[config.mk]
export PLATFORM = sky130hd
export DESIGN_NAME = bcd_display_scanner
export DESIGN_NICKNAME = d
export VERILOG_FILES = /design/src/rtl/bcd_display_pkg.sv /design/src/rtl/bcd_to_7seg.sv /design/src/rtl/bcd_display_scanner.sv
export SDC_FILE = /design/constraint.sdc
export NUM_CORES = 1
export LEC_CHECK = 0
export ABC_AREA = 1
export CORE_ASPECT_RATIO = 0.7
export CORE_UTILIZATION = 45
export CTS_CLUSTER_DIAMETER = 120
export DETAILED_ROUTE_END_ITERATION = 12
export DONT_BUFFER_PORTS = 1
export PLACE_DENSITY = 0.65
export REMOVE_ABC_BUFFERS = 1
export SLEW_MARGIN = 20
export SYNTH_ARGS = -nofsm -noshare
export SYNTH_HDL_FRONTEND = slang
export SYNTH_SLANG_ARGS = --single-unit
[constraint.sdc]
create_clock -name clk -period 2.7 [get_ports clk]
set_input_delay 0.405 -clock clk [delete_from_list [all_inputs] [get_ports clk]]
set_output_delay 0.405 -clock clk [all_outputs]
set_load 0.03 [all_outputs]
[src/rtl/bcd_display_pkg.sv]
// rtl/bcd_display_pkg.sv - segment constants and sizing helper for the BCD display scanner
// Exports active-high {g,f,e,d,c,b,a} patterns for digits 0..9, a dash for
// non-BCD codes, an all-off pattern, and the digit-index width helper.
package bcd_display_pkg;

    localparam logic [6:0] SEG_0    = 7'h3F;
    localparam logic [6:0] SEG_1    = 7'h06;
    localparam logic [6:0] SEG_2    = 7'h5B;
    localparam logic [6:0] SEG_3    = 7'h4F;
    localparam logic [6:0] SEG_4    = 7'h66;
    localparam logic [6:0] SEG_5    = 7'h6D;
    localparam logic [6:0] SEG_6    = 7'h7D;
    localparam logic [6:0] SEG_7    = 7'h07;
    localparam logic [6:0] SEG_8    = 7'h7F;
    localparam logic [6:0] SEG_9    = 7'h6F;
    localparam logic [6:0] SEG_DASH = 7'h40;
    localparam logic [6:0] SEG_OFF  = 7'h00;

    localparam int DEFAULT_DIGITS = 4;

    // Digit index width: $clog2(DIGITS), never narrower than one bit.
    function automatic int idx_width(input int digits);
        return (digits > 1) ? $clog2(digits) : 1;
    endfunction

    localparam int DEFAULT_IDX_W = idx_width(DEFAULT_DIGITS);

endpackage

[src/rtl/bcd_to_7seg.sv]
// rtl/bcd_to_7seg.sv - combinational BCD nibble to 7-segment decoder
// Ports:
//   nibble in  4  BCD code; 10..15 decode to a dash
//   blank  in  1  1: all segments off regardless of nibble
//   seg    out 7  active-high {g,f,e,d,c,b,a}
module bcd_to_7seg
    import bcd_display_pkg::*;
(
    input  logic [3:0] nibble,
    input  logic       blank,
    output logic [6:0] seg
);

    always_comb begin
        seg = SEG_DASH;
        if (blank) begin
            seg = SEG_OFF;
        end else begin
            case (nibble)
                4'd0:    seg = SEG_0;
                4'd1:    seg = SEG_1;
                4'd2:    seg = SEG_2;
                4'd3:    seg = SEG_3;
                4'd4:    seg = SEG_4;
                4'd5:    seg = SEG_5;
                4'd6:    seg = SEG_6;
                4'd7:    seg = SEG_7;
                4'd8:    seg = SEG_8;
                4'd9:    seg = SEG_9;
                default: seg = SEG_DASH;
            endcase
        end
    end

endmodule

[src/rtl/bcd_display_scanner.sv]
// rtl/bcd_display_scanner.sv - tear-free capture and multiplexed scan of cascaded BCD counters
// Ports:
//   clk       in  1         system clock, rising edge
//   rst       in  1         synchronous active-high reset
//   bcd_in    in  4*DIGITS  nibble i = bits [4i+3:4i], digit 0 least significant
//   load      in  1         one-cycle strobe capturing bcd_in
//   blank_lz  in  1         1: blank leading zeros (digit 0 never blanked)
//   seg_o     out 7         {g,f,e,d,c,b,a}, polarity per ACTIVE_LOW
//   an_o      out DIGITS    one-hot digit enable, polarity per ACTIVE_LOW
//   invalid_o out 1         some displayed nibble is above 9
module bcd_display_scanner
    import bcd_display_pkg::*;
#(
    parameter int DIGITS     = 4,
    parameter int SCAN_DIV   = 1000,
    parameter bit ACTIVE_LOW = 1'b1
) (
    input  logic                  clk,
    input  logic                  rst,
    input  logic [4*DIGITS-1:0]   bcd_in,
    input  logic                  load,
    input  logic                  blank_lz,
    output logic [6:0]            seg_o,
    output logic [DIGITS-1:0]     an_o,
    output logic                  invalid_o
);

    localparam int IDX_W = idx_width(DIGITS);
    localparam int PRE_W = $clog2(SCAN_DIV);

    // XOR masks: all-ones flips active-high patterns to active-low, and
    // doubles as the "everything off" reset value.
    localparam logic [6:0]        SEG_POL = {7{ACTIVE_LOW}};
    localparam logic [DIGITS-1:0] AN_POL  = {DIGITS{ACTIVE_LOW}};

    logic [PRE_W-1:0]    prescaler;
    logic                tick;
    logic [IDX_W-1:0]    idx;
    logic [IDX_W-1:0]    idx_next;
    logic [4*DIGITS-1:0] pending;
    logic [4*DIGITS-1:0] shadow;
    logic [4*DIGITS-1:0] shadow_next;
    logic [3:0]          cur_nibble;
    logic [DIGITS-1:0]   lz_mask;
    logic                all_zero;
    logic                any_invalid;
    logic                cur_blank;
    logic [6:0]          seg_raw;

    assign tick     = (prescaler == PRE_W'(SCAN_DIV - 1));
    assign idx_next = (idx == IDX_W'(DIGITS - 1)) ? '0 : idx + 1'b1;

    // A load landing on the tick edge bypasses pending so the new value is
    // shown from this digit on rather than one full digit period later.
    assign shadow_next = load ? bcd_in : pending;
    assign cur_nibble  = shadow_next[{idx_next, 2'b00} +: 4];

    // Walk from the most significant digit down; a digit is a leading zero
    // while every nibble from it upward is zero. Digit 0 is always shown.
    always_comb begin
        lz_mask  = '0;
        all_zero = 1'b1;
        for (int i = DIGITS - 1; i >= 0; i--) begin
            all_zero   = all_zero & (shadow_next[4*i +: 4] == 4'd0);
            lz_mask[i] = all_zero & (i != 0);
        end
    end

    always_comb begin
        any_invalid = 1'b0;
        for (int i = 0; i < DIGITS; i++) begin
            any_invalid = any_invalid | (shadow[4*i +: 4] > 4'd9);
        end
    end

    assign cur_blank = blank_lz & lz_mask[idx_next];

    bcd_to_7seg u_dec (
        .nibble (cur_nibble),
        .blank  (cur_blank),
        .seg    (seg_raw)
    );

    always_ff @(posedge clk) begin
        if (rst) begin
            prescaler <= '0;
            idx       <= IDX_W'(DIGITS - 1);
            pending   <= '0;
            shadow    <= '0;
            seg_o     <= SEG_POL;
            an_o      <= AN_POL;
            invalid_o <= 1'b0;
        end else begin
            prescaler <= tick ? '0 : prescaler + 1'b1;
            invalid_o <= any_invalid;
            if (load) begin
                pending <= bcd_in;
            end
            if (tick) begin
                idx    <= idx_next;
                shadow <= shadow_next;
                seg_o  <= seg_raw ^ SEG_POL;
                an_o   <= (DIGITS'(1) << idx_next) ^ AN_POL;
            end
        end
    end

endmodule

==> flow_summary.toml <==
[run_status]
status = "finished, final reports clean"

[finish]
finalNetCount = 378
antenna_cells = 0
syn_to_final_growth_pct = 5.930
drive_gt1_share_pct = 12.64
final_cell_mix = "84 x nand2_1, 52 x dfxtp_1, 46 x inv_1"
layout_commonest_cell = "nand2_1"

[clocking]
cts.sink_count = 52
postCtsHoldBufs = 0
ctsResizeCount = 0
cts_setup_buffers = 0
ctsRootBufferMaster = "clkbuf_8"
insertion_delay_ns = 0.31
htreeDepth = 2
cts_tree = "done"
clock_path_buffers = 2
clkSlewWorstSetupHoldPaths_ns = 0.09
cts_buffers = 5

[die]
start_util_pct = 47.11
fp-row-count = 22
core_sq_um = 5285
die_y_microns = 64.24
io_pins = 32
die_x_microns = 90.91
die_area_sq_um = 5839

[critical_path]
crit_path_start_kind = "flip-flop"
cpLargestDelayFamily = "simple AND/OR/NAND/NOR gates"
cpPeakStageDelay_ns = 0.44
crit_arrival_ns = 2.55
path_class = "reg2reg"
crit_path_cell_trace = "inv_1 -> ha_1 -> inv_1 -> nor2_1 -> nand2_2 -> nand2_2 -> inv_1 -> o21ai_0 -> ha_1 -> inv_1 -> nand2_1 -> nand3_1 -> nand3_1 -> nand2_1 -> inv_1"
worstPathRequired_ns = 2.96
timing.critical_path.mode_cell = "inv_1"
cp_slowest_cell = "dfxtp_1"
cp_max_fo = 7
cp-end-kind = "flip-flop"
cp_num_buf_inv = 5

[synthesis]
synthXorXnorAreaFrac_pct = 0.7035
synth_area_leader_cell = "dfxtp_1"
syn_area_sq_um = 2490
synth_area_per_cell_sq_um = 7.175
seq_area_frac_synth_pct = 41.81
synth_edf_count = 0
yosysWarnings = 0
synth_top_family_by_area = "simple AND/OR/NAND/NOR gates"
synth_fa_ha_area_share_pct = 5.528
synth_area_leaders = "dfxtp_1 42%, nand2_1 13%, inv_1 6.9%, nor2_1 6.6%, ha_1 5.5%"
syn_inst = 347
synthSimpleGateAreaFrac_pct = 33.52
synth_flop_cell = "dfxtp_1"
synth_compound_area_share_pct = 8.141
async_reset_ff_share_pct = 0
ys_types = 32
yosysTopAreaCellShare_pct = 41.81
ys_ff_latch = 52
synth_mux_area_share_pct = 0

[timing]
post-route-period-util_pct = 84.75
fin_skew_ns = 0.009556
fin_hold_ws_ns = 0.1618
hold_viol = 0
rsz0062_at_grt = "no"
fmax_ghz = 0.4370
slew_headroom_pct = 64.46
layout_min_cycle_time_ns = 2.288
setup_viol = 0
tightest_slew_ns = 0.5276
setup_tns_ns = 0
layout_setup_ws_ns = 0.4116
slew_viol_final = 0

[power]
sw_frac_of_total_pct = 23.86
powerDensity_nw_per_um2 = 546.3
seqPwrFrac_pct = 54.8
cell_internal_pwr_mw = 1.097
pwr-share-clk_pct = 37.0
p_leak_nw = 1.199
combPwrFrac_pct = 8.2
p_switching_uw = 343.9
peakVddDrop_v = 0.0002873

[placement]
pre_cts_ws_ns = 0.4511
gp_congestion = 0.8636
hpwl_mm = 3.866
portBuffers = 0

[hold_path]
hold_path_class = "in2reg"

[global_routing]
grt_overflow = 0
antenna_found_initial = 0
grt_usage_pct = 18.98
grt_pass1_wl_mm = 8.756
grt_max_degree = 21
grt_pass1_vias = 1897

[detailed_routing]
vias = 2020
routed_wl_mm = 5.175
drt_iter0_markers = 87
detail_route.wl_per_cell_microns = 12.32
vias_per_cell = 4.810
drt_first_pass_iters = 4
drcViolationCount = 0
ant_nets = 0

[flow_run]
cap_violations = 0
layer usage:
metal  wire, microns  track usage [%]  vias up
li1                -                -     1070
met1            2810            26.59      909
met2            2126            28.69       33
met3             172            4.286        8
met4              65            6.548        0
met5               0                0        -
per-stage QoR:
stage	std cells	utilization, %	power [mW]	cell area [sq um]
finish	420	49.91	1.441	2638
CTS	420	49.91	1.456	2638
global route	420	49.91	1.514	2638
global placement	412	47.80	0.9236	2526
floorplan	338	-	0.8969	2421
detailed placement	412	47.80	0.9252	2526
power by group through the flow:
stage          Sequential [mW]  Combinational, mW  Clock [mW]
2_1_floorplan            0.806             0.0904           0
3_3_place_gp             0.807              0.116           0
3_5_place_dp             0.808              0.117           0
4_1_cts                  0.790              0.118       0.548
5_1_grt                  0.792              0.138       0.583
6_report                 0.790              0.118       0.533
cell usage after synthesis (2+ instances only):
cell type / count
inv_1: 46
nand2_1: 84
nor2_1: 44
nor3_1: 4
o21ai_0: 18
buf_2: 2
or2_2: 5
nand4_1: 3
a211oi_1: 2
nor2_2: 6
inv_2: 3
clkbuf_1: 2
ha_1: 11
buf_6: 2
nand2_2: 15
nor2_4: 2
o21ai_1: 3
nand3_1: 20
a21oi_1: 10
a22oi_1: 2
dfxtp_1: 52
worst reg2reg max path, delay by kind of cell (launching register included):
family / cells / cell delay (ns)
AO/OA/AOI/OAI: 1 / 0.20
adder cells (fa/ha/maj): 2 / 0.59
buffers and inverters: 5 / 0.38
flip-flops: 1 / 0.44
AND/OR/NAND/NOR: 7 / 0.63
path summary, 6_finish.rpt:
check,start,slack (ns),end,depth (start not counted)
worst min register to register,prescaler[0],0.45,prescaler[0],1
worst min-delay path,rst,0.16,pending[4],1
worst max-delay path,idx[0],0.41,seg_o[5],15
worst max register to register,idx[0],0.41,seg_o[5],15
sequential cells by signal (all words and copies together), names as in the netlist:
signal	cells
pending	16
prescaler	10
an_o	4
shadow	12
seg_o	7
invalid_o	1
idx	2
logic make-up (layout without fill, tap and decap cells):
logic type,Yosys count,after routing
and+or+nand+nor,186,186
AOI/OAI and AO/OA,37,37
xor gates and xnor gates,2,2
DFF,52,52
adders and majority gates,11,11
buffers and inverters,59,60
area by class of cell:
class / instances / area (sq um)
Fill cell: 570 / 2648
Timing Repair Buffer: 2 / 15.01
Multi-Input combinational cell: 236 / 1192
Clock inverter: 3 / 42.54
Tap cell: 72 / 90.09
Clock buffer: 5 / 68.82
Sequential cell: 52 / 1041
Inverter: 50 / 187.7
Power figures use the tool's default switching activity.
